File: src/rtl/stopwatch_pkg.sv
// Shared definitions for the stopwatch clock path (divider and tick recovery).
// Contents: lock-tracking state enum, system clock rate and nominal
// half-period of the divided 100 Hz clock in system clock cycles.
package stopwatch_pkg;

  localparam int CLK_HZ            = 50_000_000;
  localparam int HALF_PERIOD_100HZ = 250000;

  typedef enum logic [1:0] {
    UNLOCKED = 2'd0,
    ACQUIRE  = 2'd1,
    LOCKED   = 2'd2
  } lock_state_t;

endpackage

File: src/rtl/tick_recover_100hz_if.sv
// Bundle between the divided-clock source, the tick recovery block and its
// consumers.
//   clk_100Hz_in  : divided clock into the recovery block
//   tick_rise     : one-cycle strobe per rising edge
//   tick_any      : one-cycle strobe per edge of either polarity
//   locked        : input period currently within tolerance
//   err_pulse     : one-cycle strobe per bad interval or timeout
//   err_count     : saturating error count since reset
//   last_interval : most recent edge-to-edge interval in system cycles
// slave  = the recovery block, master = source / consumer side.
interface tick_recover_100hz_if #(
  parameter int CNT_W = 19
);
  logic             clk_100Hz_in;
  logic             tick_rise;
  logic             tick_any;
  logic             locked;
  logic             err_pulse;
  logic [7:0]       err_count;
  logic [CNT_W-1:0] last_interval;

  modport slave (
    input  clk_100Hz_in,
    output tick_rise, tick_any, locked, err_pulse, err_count, last_interval
  );

  modport master (
    output clk_100Hz_in,
    input  tick_rise, tick_any, locked, err_pulse, err_count, last_interval
  );
endinterface

File: src/rtl/sync_edge_detect.sv
// Synchronises an asynchronous slow clock into the system domain and emits
// registered edge strobes.
//   clk      : system clock
//   rst      : asynchronous active-high reset
//   din      : asynchronous input
//   rise     : one-cycle strobe per rising edge of the synchronised input
//   edge_any : one-cycle strobe per edge of either polarity
module sync_edge_detect #(
  parameter int SYNC_STAGES = 2
) (
  input  logic clk,
  input  logic rst,
  input  logic din,
  output logic rise,
  output logic edge_any
);

  localparam logic [2:0] WARM_CYCLES = 3'(SYNC_STAGES + 1);

  logic [SYNC_STAGES-1:0] sync_q;
  logic                   prev_q;
  logic [2:0]             warm_q;
  logic                   sync;
  logic                   warm_done;

  assign sync      = sync_q[SYNC_STAGES-1];
  assign warm_done = (warm_q == WARM_CYCLES);

  // Until the chain and prev have been flushed with the live input, any
  // difference is just the reset value leaking through, so strobes are
  // masked; a high input at release therefore never looks like an edge.
  always_ff @(posedge clk or posedge rst) begin
    if (rst) begin
      sync_q   <= '0;
      prev_q   <= 1'b0;
      warm_q   <= '0;
      rise     <= 1'b0;
      edge_any <= 1'b0;
    end else begin
      sync_q   <= {sync_q[SYNC_STAGES-2:0], din};
      prev_q   <= sync;
      if (!warm_done) warm_q <= warm_q + 3'd1;
      rise     <= warm_done & sync & ~prev_q;
      edge_any <= warm_done & (sync ^ prev_q);
    end
  end

endmodule

File: src/rtl/tick_recover_100hz.sv
// Recovers tick enables from the divided 100 Hz clock and tracks its health.
//   CLK_50_MHz : system clock (only clock)
//   reset      : asynchronous active-high reset
//   bus        : slave side of tick_recover_100hz_if (input clock, ticks,
//                lock/error status, last measured interval)
//
// state    | meaning
// UNLOCKED | no reference edge yet (or lost after timeout); nothing judged
// ACQUIRE  | counting consecutive good intervals towards lock
// LOCKED   | input within tolerance; a bad interval drops back to ACQUIRE
module tick_recover_100hz
  import stopwatch_pkg::*;
#(
  parameter int SYNC_STAGES = 2,
  parameter int HALF_PERIOD = HALF_PERIOD_100HZ,
  parameter int TOL         = 4,
  parameter int LOCK_COUNT  = 4,
  parameter int CNT_W       = 19
) (
  input  logic                 CLK_50_MHz,
  input  logic                 reset,
  tick_recover_100hz_if.slave  bus
);

  localparam logic [CNT_W-1:0] IV_MIN  = CNT_W'(HALF_PERIOD - TOL);
  localparam logic [CNT_W-1:0] IV_MAX  = CNT_W'(HALF_PERIOD + TOL);
  localparam logic [CNT_W-1:0] CNT_SAT = '1;
  localparam int               GOOD_W  = $clog2(LOCK_COUNT + 1);
  localparam logic [GOOD_W-1:0] GOOD_LOCK = GOOD_W'(LOCK_COUNT);

  logic              rise_s;
  logic              edge_s;
  logic [CNT_W-1:0]  cnt_q;
  logic [CNT_W-1:0]  last_q;
  lock_state_t       state_q, state_d;
  logic [GOOD_W-1:0] good_q, good_d;
  logic              err_d, err_q;
  logic [7:0]        errc_q;
  logic              locked_q;
  logic              iv_good;
  logic              timeout;

  sync_edge_detect #(
    .SYNC_STAGES (SYNC_STAGES)
  ) u_sync (
    .clk      (CLK_50_MHz),
    .rst      (reset),
    .din      (bus.clk_100Hz_in),
    .rise     (rise_s),
    .edge_any (edge_s)
  );

  assign iv_good = (cnt_q >= IV_MIN) && (cnt_q <= IV_MAX);
  assign timeout = (cnt_q > IV_MAX);

  // Edge evaluation takes priority over timeout, so a late edge arriving in
  // the same cycle as the timeout is judged as a bad interval, not a stall.
  always_comb begin
    state_d = state_q;
    good_d  = good_q;
    err_d   = 1'b0;
    if (edge_s) begin
      case (state_q)
        UNLOCKED: begin
          state_d = ACQUIRE;
          good_d  = '0;
        end
        ACQUIRE: begin
          if (iv_good) begin
            good_d = good_q + 1'b1;
            if (good_d == GOOD_LOCK) state_d = LOCKED;
          end else begin
            good_d = '0;
            err_d  = 1'b1;
          end
        end
        LOCKED: begin
          if (!iv_good) begin
            state_d = ACQUIRE;
            good_d  = '0;
            err_d   = 1'b1;
          end
        end
        default: begin
          state_d = UNLOCKED;
          good_d  = '0;
        end
      endcase
    end else if ((state_q != UNLOCKED) && timeout) begin
      state_d = UNLOCKED;
      good_d  = '0;
      err_d   = 1'b1;
    end
  end

  always_ff @(posedge CLK_50_MHz or posedge reset) begin
    if (reset) begin
      state_q  <= UNLOCKED;
      good_q   <= '0;
      cnt_q    <= '0;
      last_q   <= '0;
      err_q    <= 1'b0;
      errc_q   <= '0;
      locked_q <= 1'b0;
    end else begin
      state_q  <= state_d;
      good_q   <= good_d;
      err_q    <= err_d;
      locked_q <= (state_d == LOCKED);
      if (err_d && (errc_q != 8'hFF)) errc_q <= errc_q + 8'd1;
      if (edge_s) begin
        last_q <= cnt_q;
        cnt_q  <= CNT_W'(1);
      end else if (cnt_q != CNT_SAT) begin
        cnt_q  <= cnt_q + CNT_W'(1);
      end
    end
  end

  assign bus.tick_rise     = rise_s;
  assign bus.tick_any      = edge_s;
  assign bus.locked        = locked_q;
  assign bus.err_pulse     = err_q;
  assign bus.err_count     = errc_q;
  assign bus.last_interval = last_q;

endmodule

File: src/flat_wrapper.sv
// flat-port wrapper written by rule: the top's interface ports become plain ports
module tick_recover_100hz_flat import stopwatch_pkg::*;
#(
  parameter int SYNC_STAGES = 2,
  parameter int HALF_PERIOD = HALF_PERIOD_100HZ,
  parameter int TOL         = 4,
  parameter int LOCK_COUNT  = 4,
  parameter int CNT_W       = 19
)
  (CLK_50_MHz, reset, bus_clk_100Hz_in, bus_tick_rise, bus_tick_any, bus_locked, bus_err_pulse, bus_err_count, bus_last_interval);
  tick_recover_100hz_if #(.CNT_W(CNT_W)) bus_i ();
  input  logic CLK_50_MHz;
  input  logic reset;
  input wire logic [$bits(bus_i.clk_100Hz_in)-1:0] bus_clk_100Hz_in;
  output wire logic [$bits(bus_i.tick_rise)-1:0] bus_tick_rise;
  output wire logic [$bits(bus_i.tick_any)-1:0] bus_tick_any;
  output wire logic [$bits(bus_i.locked)-1:0] bus_locked;
  output wire logic [$bits(bus_i.err_pulse)-1:0] bus_err_pulse;
  output wire logic [$bits(bus_i.err_count)-1:0] bus_err_count;
  output wire logic [$bits(bus_i.last_interval)-1:0] bus_last_interval;
  assign bus_i.clk_100Hz_in = bus_clk_100Hz_in;
  assign bus_tick_rise = bus_i.tick_rise;
  assign bus_tick_any = bus_i.tick_any;
  assign bus_locked = bus_i.locked;
  assign bus_err_pulse = bus_i.err_pulse;
  assign bus_err_count = bus_i.err_count;
  assign bus_last_interval = bus_i.last_interval;
  tick_recover_100hz #(.SYNC_STAGES(SYNC_STAGES), .HALF_PERIOD(HALF_PERIOD), .TOL(TOL), .LOCK_COUNT(LOCK_COUNT), .CNT_W(CNT_W)) u_core (.CLK_50_MHz(CLK_50_MHz), .reset(reset), .bus(bus_i));
endmodule
File: config.mk
export PLATFORM = sky130hd
export DESIGN_NAME = tick_recover_100hz_flat
export DESIGN_NICKNAME = d
export VERILOG_FILES = /design/src/rtl/stopwatch_pkg.sv /design/src/rtl/tick_recover_100hz_if.sv /design/src/rtl/sync_edge_detect.sv /design/src/rtl/tick_recover_100hz.sv /design/src/flat_wrapper.sv
export SDC_FILE = /design/constraint.sdc
export NUM_CORES = 1
export LEC_CHECK = 0
export ABC_CLOCK_PERIOD_IN_PS = 5600
export CORE_MARGIN = 8
export CORE_UTILIZATION = 35
export CTS_BUF_LIST = sky130_fd_sc_hd__clkbuf_8
export DETAILED_ROUTE_END_ITERATION = 8
export SLEW_MARGIN = 0
export SYNTH_ARGS = -nofsm -noshare
export SYNTH_HDL_FRONTEND = slang
export SYNTH_HIERARCHICAL = 1
export SYNTH_SLANG_ARGS = --single-unit
File: constraint.sdc
create_clock -name CLK_50_MHz -period 5.6 [get_ports CLK_50_MHz]
set_input_delay 0.56 -clock CLK_50_MHz [delete_from_list [all_inputs] [get_ports CLK_50_MHz]]
set_output_delay 0.56 -clock CLK_50_MHz [all_outputs]
set_load 0.02 [all_outputs]
==> results.yml <==
sta:
  setup_viol: 0
  finalClockSkew_ps: 8.77
  totalNegativeSetupSlack_ps: 0
  timing.final.ws_setup_ps: 3220
  final_min_period_over_clock_period: 0.425
  max_freq_mhz: 420
  grt_setup_unrepaired: "no"
  maxSlewHeadroom: 0.545
  total_count_of_hold_check_failures_in_the_final_report: 0
  finalCriticalPeriod_ps: 2380
  slew_viol_final: 0
  worstMarginPinSlew_ps: 682
finish:
  final_net_count: 323
  antennaDiodeCount: 0
  layout.filler_cells: 818
  layout_common_cells: "sky130_fd_sc_hd__dfrtp_1 (61), sky130_fd_sc_hd__clkdlybuf4s50_1 (33), sky130_fd_sc_hd__nor2_1 (20), sky130_fd_sc_hd__mux2_2 (20), sky130_fd_sc_hd__nand2_1 (16)"
  post_layout_nonfiller_instances: 422
  multi_input_area_um2: 1430
  drive_above_1_share: 0.175
  mostFrequentLayoutCell: "sky130_fd_sc_hd__dfrtp_1"
  fin_util: 0.431
  regArea_um2: 1530
  areaGrowthSynthToFinish_pct: 21.2
die:
  initial_core_util: 0.355
  placementRows: 34
  die_width_um: 109
  fp.dieH_um: 109
  ioPinCount: 34
  design.die.area_um2: 11900
  design.core.area_um2: 8550
route:
  detail_route.iter0.violations: 87
  routed_vias_inst: 5.12
  postRouteAntennaNets: 0
  routed-via-count: 2159
  avgRoutedWirePerCell_um: 14.6
  drc: 0
  routed_wirelength_um: 6150
  detail_route.first_pass.iterations: 4
setup_path:
  critical_path.cell_chain: "buf_4 > clkdlybuf4s50_1"
  worst_ep_arrival_time_ps: 1820
  slowest_stage: "sky130_fd_sc_hd__clkdlybuf4s50_1"
  worstSetupStartpointType: "flop"
  number_of_buffer_and_inverter_stages_on_the_critical_path: 2
  worstSetupEndpointType: "primary output"
  critical_path_required_ps: 5040
  setup.worst_path.class: "flop to primary output"
  top_delay_family_on_crit_path: "buffers and inverters"
  worst_path_fanout_max: 44
  setup.reg_to_reg.worst_slack_ps: 3550
  timing.critical_path.slowest_cell_delay_ps: 720
synth:
  mapped_nets: 284
  synth_largest_area_cell: "sky130_fd_sc_hd__dfrtp_1"
  ys.warnings.count: 6
  seq_area_frac_synth: 0.502
  synthDistinctLibCells: 54
  synth_cells: 270
  netlist.area_leader.share: 0.502
  syn-cell-area_um2: 3040
  syn-mean-instance-area_um2: 11.3
  count_of_flip_flops_with_a_built_in_enable_after_synthesis: 0
  asyncSetResetFlopFracSynth: 1.00
  synth_area_leaders: "sky130_fd_sc_hd__dfrtp_1 (50%), sky130_fd_sc_hd__mux2_2 (7.4%), sky130_fd_sc_hd__ha_1 (4.5%), sky130_fd_sc_hd__xnor2_1 (4.0%), sky130_fd_sc_hd__nor2_1 (2.5%)"
  synthFlopType: "sky130_fd_sc_hd__dfrtp_1"
  yosys_register_bits: 61
outcome:
  run_status: "finished clean"
placement:
  hpwl_um: 4180
  place_ws_ps: 3550
  port_buffers: 33
  placed_cells: 406
  finalWeightedCongestion: 0.750
clock_network:
  post_cts.resized_instances: 0
  root_buffer_selected_by_cts: "sky130_fd_sc_hd__clkbuf_8"
  tritoncts: "built"
  clk_transition_reported_paths_ps: 60
  cts_hold_buf: 0
  cts_setup_buffers: 0
  clock_tree.buffer_depth: 2
  cts-buffers-inserted: 9
  worst_skew_pair.late_latency_ps: 340
  clock_sinks: 61
  clock_tree.htree_level_count: 3
power:
  leakage_uw: 0.00162
  vdd_drop_max_uv: 154
  cellPowerDensity_nw_per_um2: 310
grt:
  global_route.usage.total: 0.115
  grt_first_pass_wirelength_um: 10800
  via_count_of_the_first_global_routing_pass: 2256
  grt.overflow.total: 0
  number_of_antenna_violations_at_the_first_check_in_global_routing: 0
  largest_net_degree_at_the_start_of_global_routing: 54
min_path:
  timing.hold.worst.class: "flop to flop"
run:
  cap_violations: 0
layer usage:
layer  track usage  routed length (µm)
met1         0.143                2940
met2         0.178                2830
met3        0.0307                 259
met4        0.0608                 112
met5             0                   0
layout make-up:
cell class | count | area share
inverter | 13 | 0.0133
clock buffer | 10 | 0.0374
clock inverter | 6 | 0.0150
timing repair buffer | 35 | 0.0938
multi-input combinational | 189 | 0.389
sequential | 61 | 0.415
tap | 108 | 0.0367
worst register-to-register path, stage by stage (launching register included):
cell                      delay [ps]
sky130_fd_sc_hd__dfrtp_1         520
sky130_fd_sc_hd__nand3_1         200
sky130_fd_sc_hd__nor4_2          460
sky130_fd_sc_hd__nand3_1         290
sky130_fd_sc_hd__and3_1          260
sky130_fd_sc_hd__xnor2_1         130
sky130_fd_sc_hd__nor2_1           50
cells in the mapped netlist, types with 2 or more instances:
| cell type | instances |
|---|---|
| sky130_fd_sc_hd__a21o_1 | 3 |
| sky130_fd_sc_hd__or3_1 | 3 |
| sky130_fd_sc_hd__and2_1 | 4 |
| sky130_fd_sc_hd__inv_1 | 13 |
| sky130_fd_sc_hd__ha_1 | 11 |
| sky130_fd_sc_hd__dfrtp_1 | 61 |
| sky130_fd_sc_hd__and4_1 | 4 |
| sky130_fd_sc_hd__nor3_1 | 6 |
| sky130_fd_sc_hd__or2_2 | 2 |
| sky130_fd_sc_hd__and3_1 | 6 |
| sky130_fd_sc_hd__xor2_1 | 8 |
| sky130_fd_sc_hd__o21ai_0 | 9 |
| sky130_fd_sc_hd__a31oi_1 | 3 |
| sky130_fd_sc_hd__nand2b_1 | 2 |
| sky130_fd_sc_hd__nand4_1 | 11 |
| sky130_fd_sc_hd__a21oi_1 | 6 |
| sky130_fd_sc_hd__buf_2 | 3 |
| sky130_fd_sc_hd__nand3_1 | 7 |
| sky130_fd_sc_hd__a32o_1 | 2 |
| sky130_fd_sc_hd__nand2_1 | 16 |
| sky130_fd_sc_hd__clkbuf_1 | 3 |
| sky130_fd_sc_hd__mux2_2 | 20 |
| sky130_fd_sc_hd__a211oi_1 | 2 |
| sky130_fd_sc_hd__xnor2_1 | 14 |
| sky130_fd_sc_hd__nor4_2 | 3 |
| sky130_fd_sc_hd__nor2_1 | 20 |
per-stage QoR:
stage	area [µm²]	total power, µW	hold WS (ps)
4_1_cts	3680	1160	355
5_1_grt	3680	1200	370
6_report	3680	1140	353
3_5_place_dp	3490	770	339
3_3_place_gp	3490	766	338
2_1_floorplan	3040	672	331
path summary, 6_finish.rpt:
path                                          from                 endpoint  cells after the start
max                         u_core/u_sync/edge_any             bus_tick_any                      2
min reg2reg                u_core/u_sync/sync_q[0]  u_core/u_sync/sync_q[1]                      0
max in group asynchronous                    reset         u_core/cnt_q[16]                      3
min                        u_core/u_sync/sync_q[0]  u_core/u_sync/sync_q[1]                      0
max reg2reg                       u_core/cnt_q[11]          u_core/cnt_q[7]                      6
min in group asynchronous                    reset  u_core/u_sync/warm_q[1]                      2
sequential cells by signal, summed over array words and instances (netlist names):
name and count:
u_core/bus.last_interval 19, u_core/cnt_q 19, u_core/bus.err_count 8, u_core/good_q 3
u_core/u_sync/warm_q 3, u_core/state_q 2, u_core/u_sync/sync_q 2, u_core/bus.err_pulse 1
u_core/bus.locked 1, u_core/u_sync/edge_any 1, u_core/u_sync/prev_q 1, u_core/u_sync/rise 1
report_power, final:
part,switching (µW),internal (µW),total [µW],leakage [µW]
clock,169,213,381,0.000105
combinational,127,108,235,0.000711
sequential,45.0,479,524,0.000809
cells by family (layout without fill, tap and decap cells):
| group | Yosys count | after routing | synth area share |
|---|---|---|---|
| flip-flops | 61 | 61 | 0.502 |
| XOR/XNOR | 22 | 22 | 0.0634 |
| AND/OR/NAND/NOR | 97 | 97 | 0.189 |
| multiplexers | 21 | 21 | 0.0790 |
| AO/OA/AOI/OAI | 38 | 38 | 0.0951 |
| buffers and inverters | 20 | 64 | 0.0259 |
| adder cells (fa/ha/maj) | 11 | 11 | 0.0453 |
Note: power is estimated with default switching activity, not from simulation.
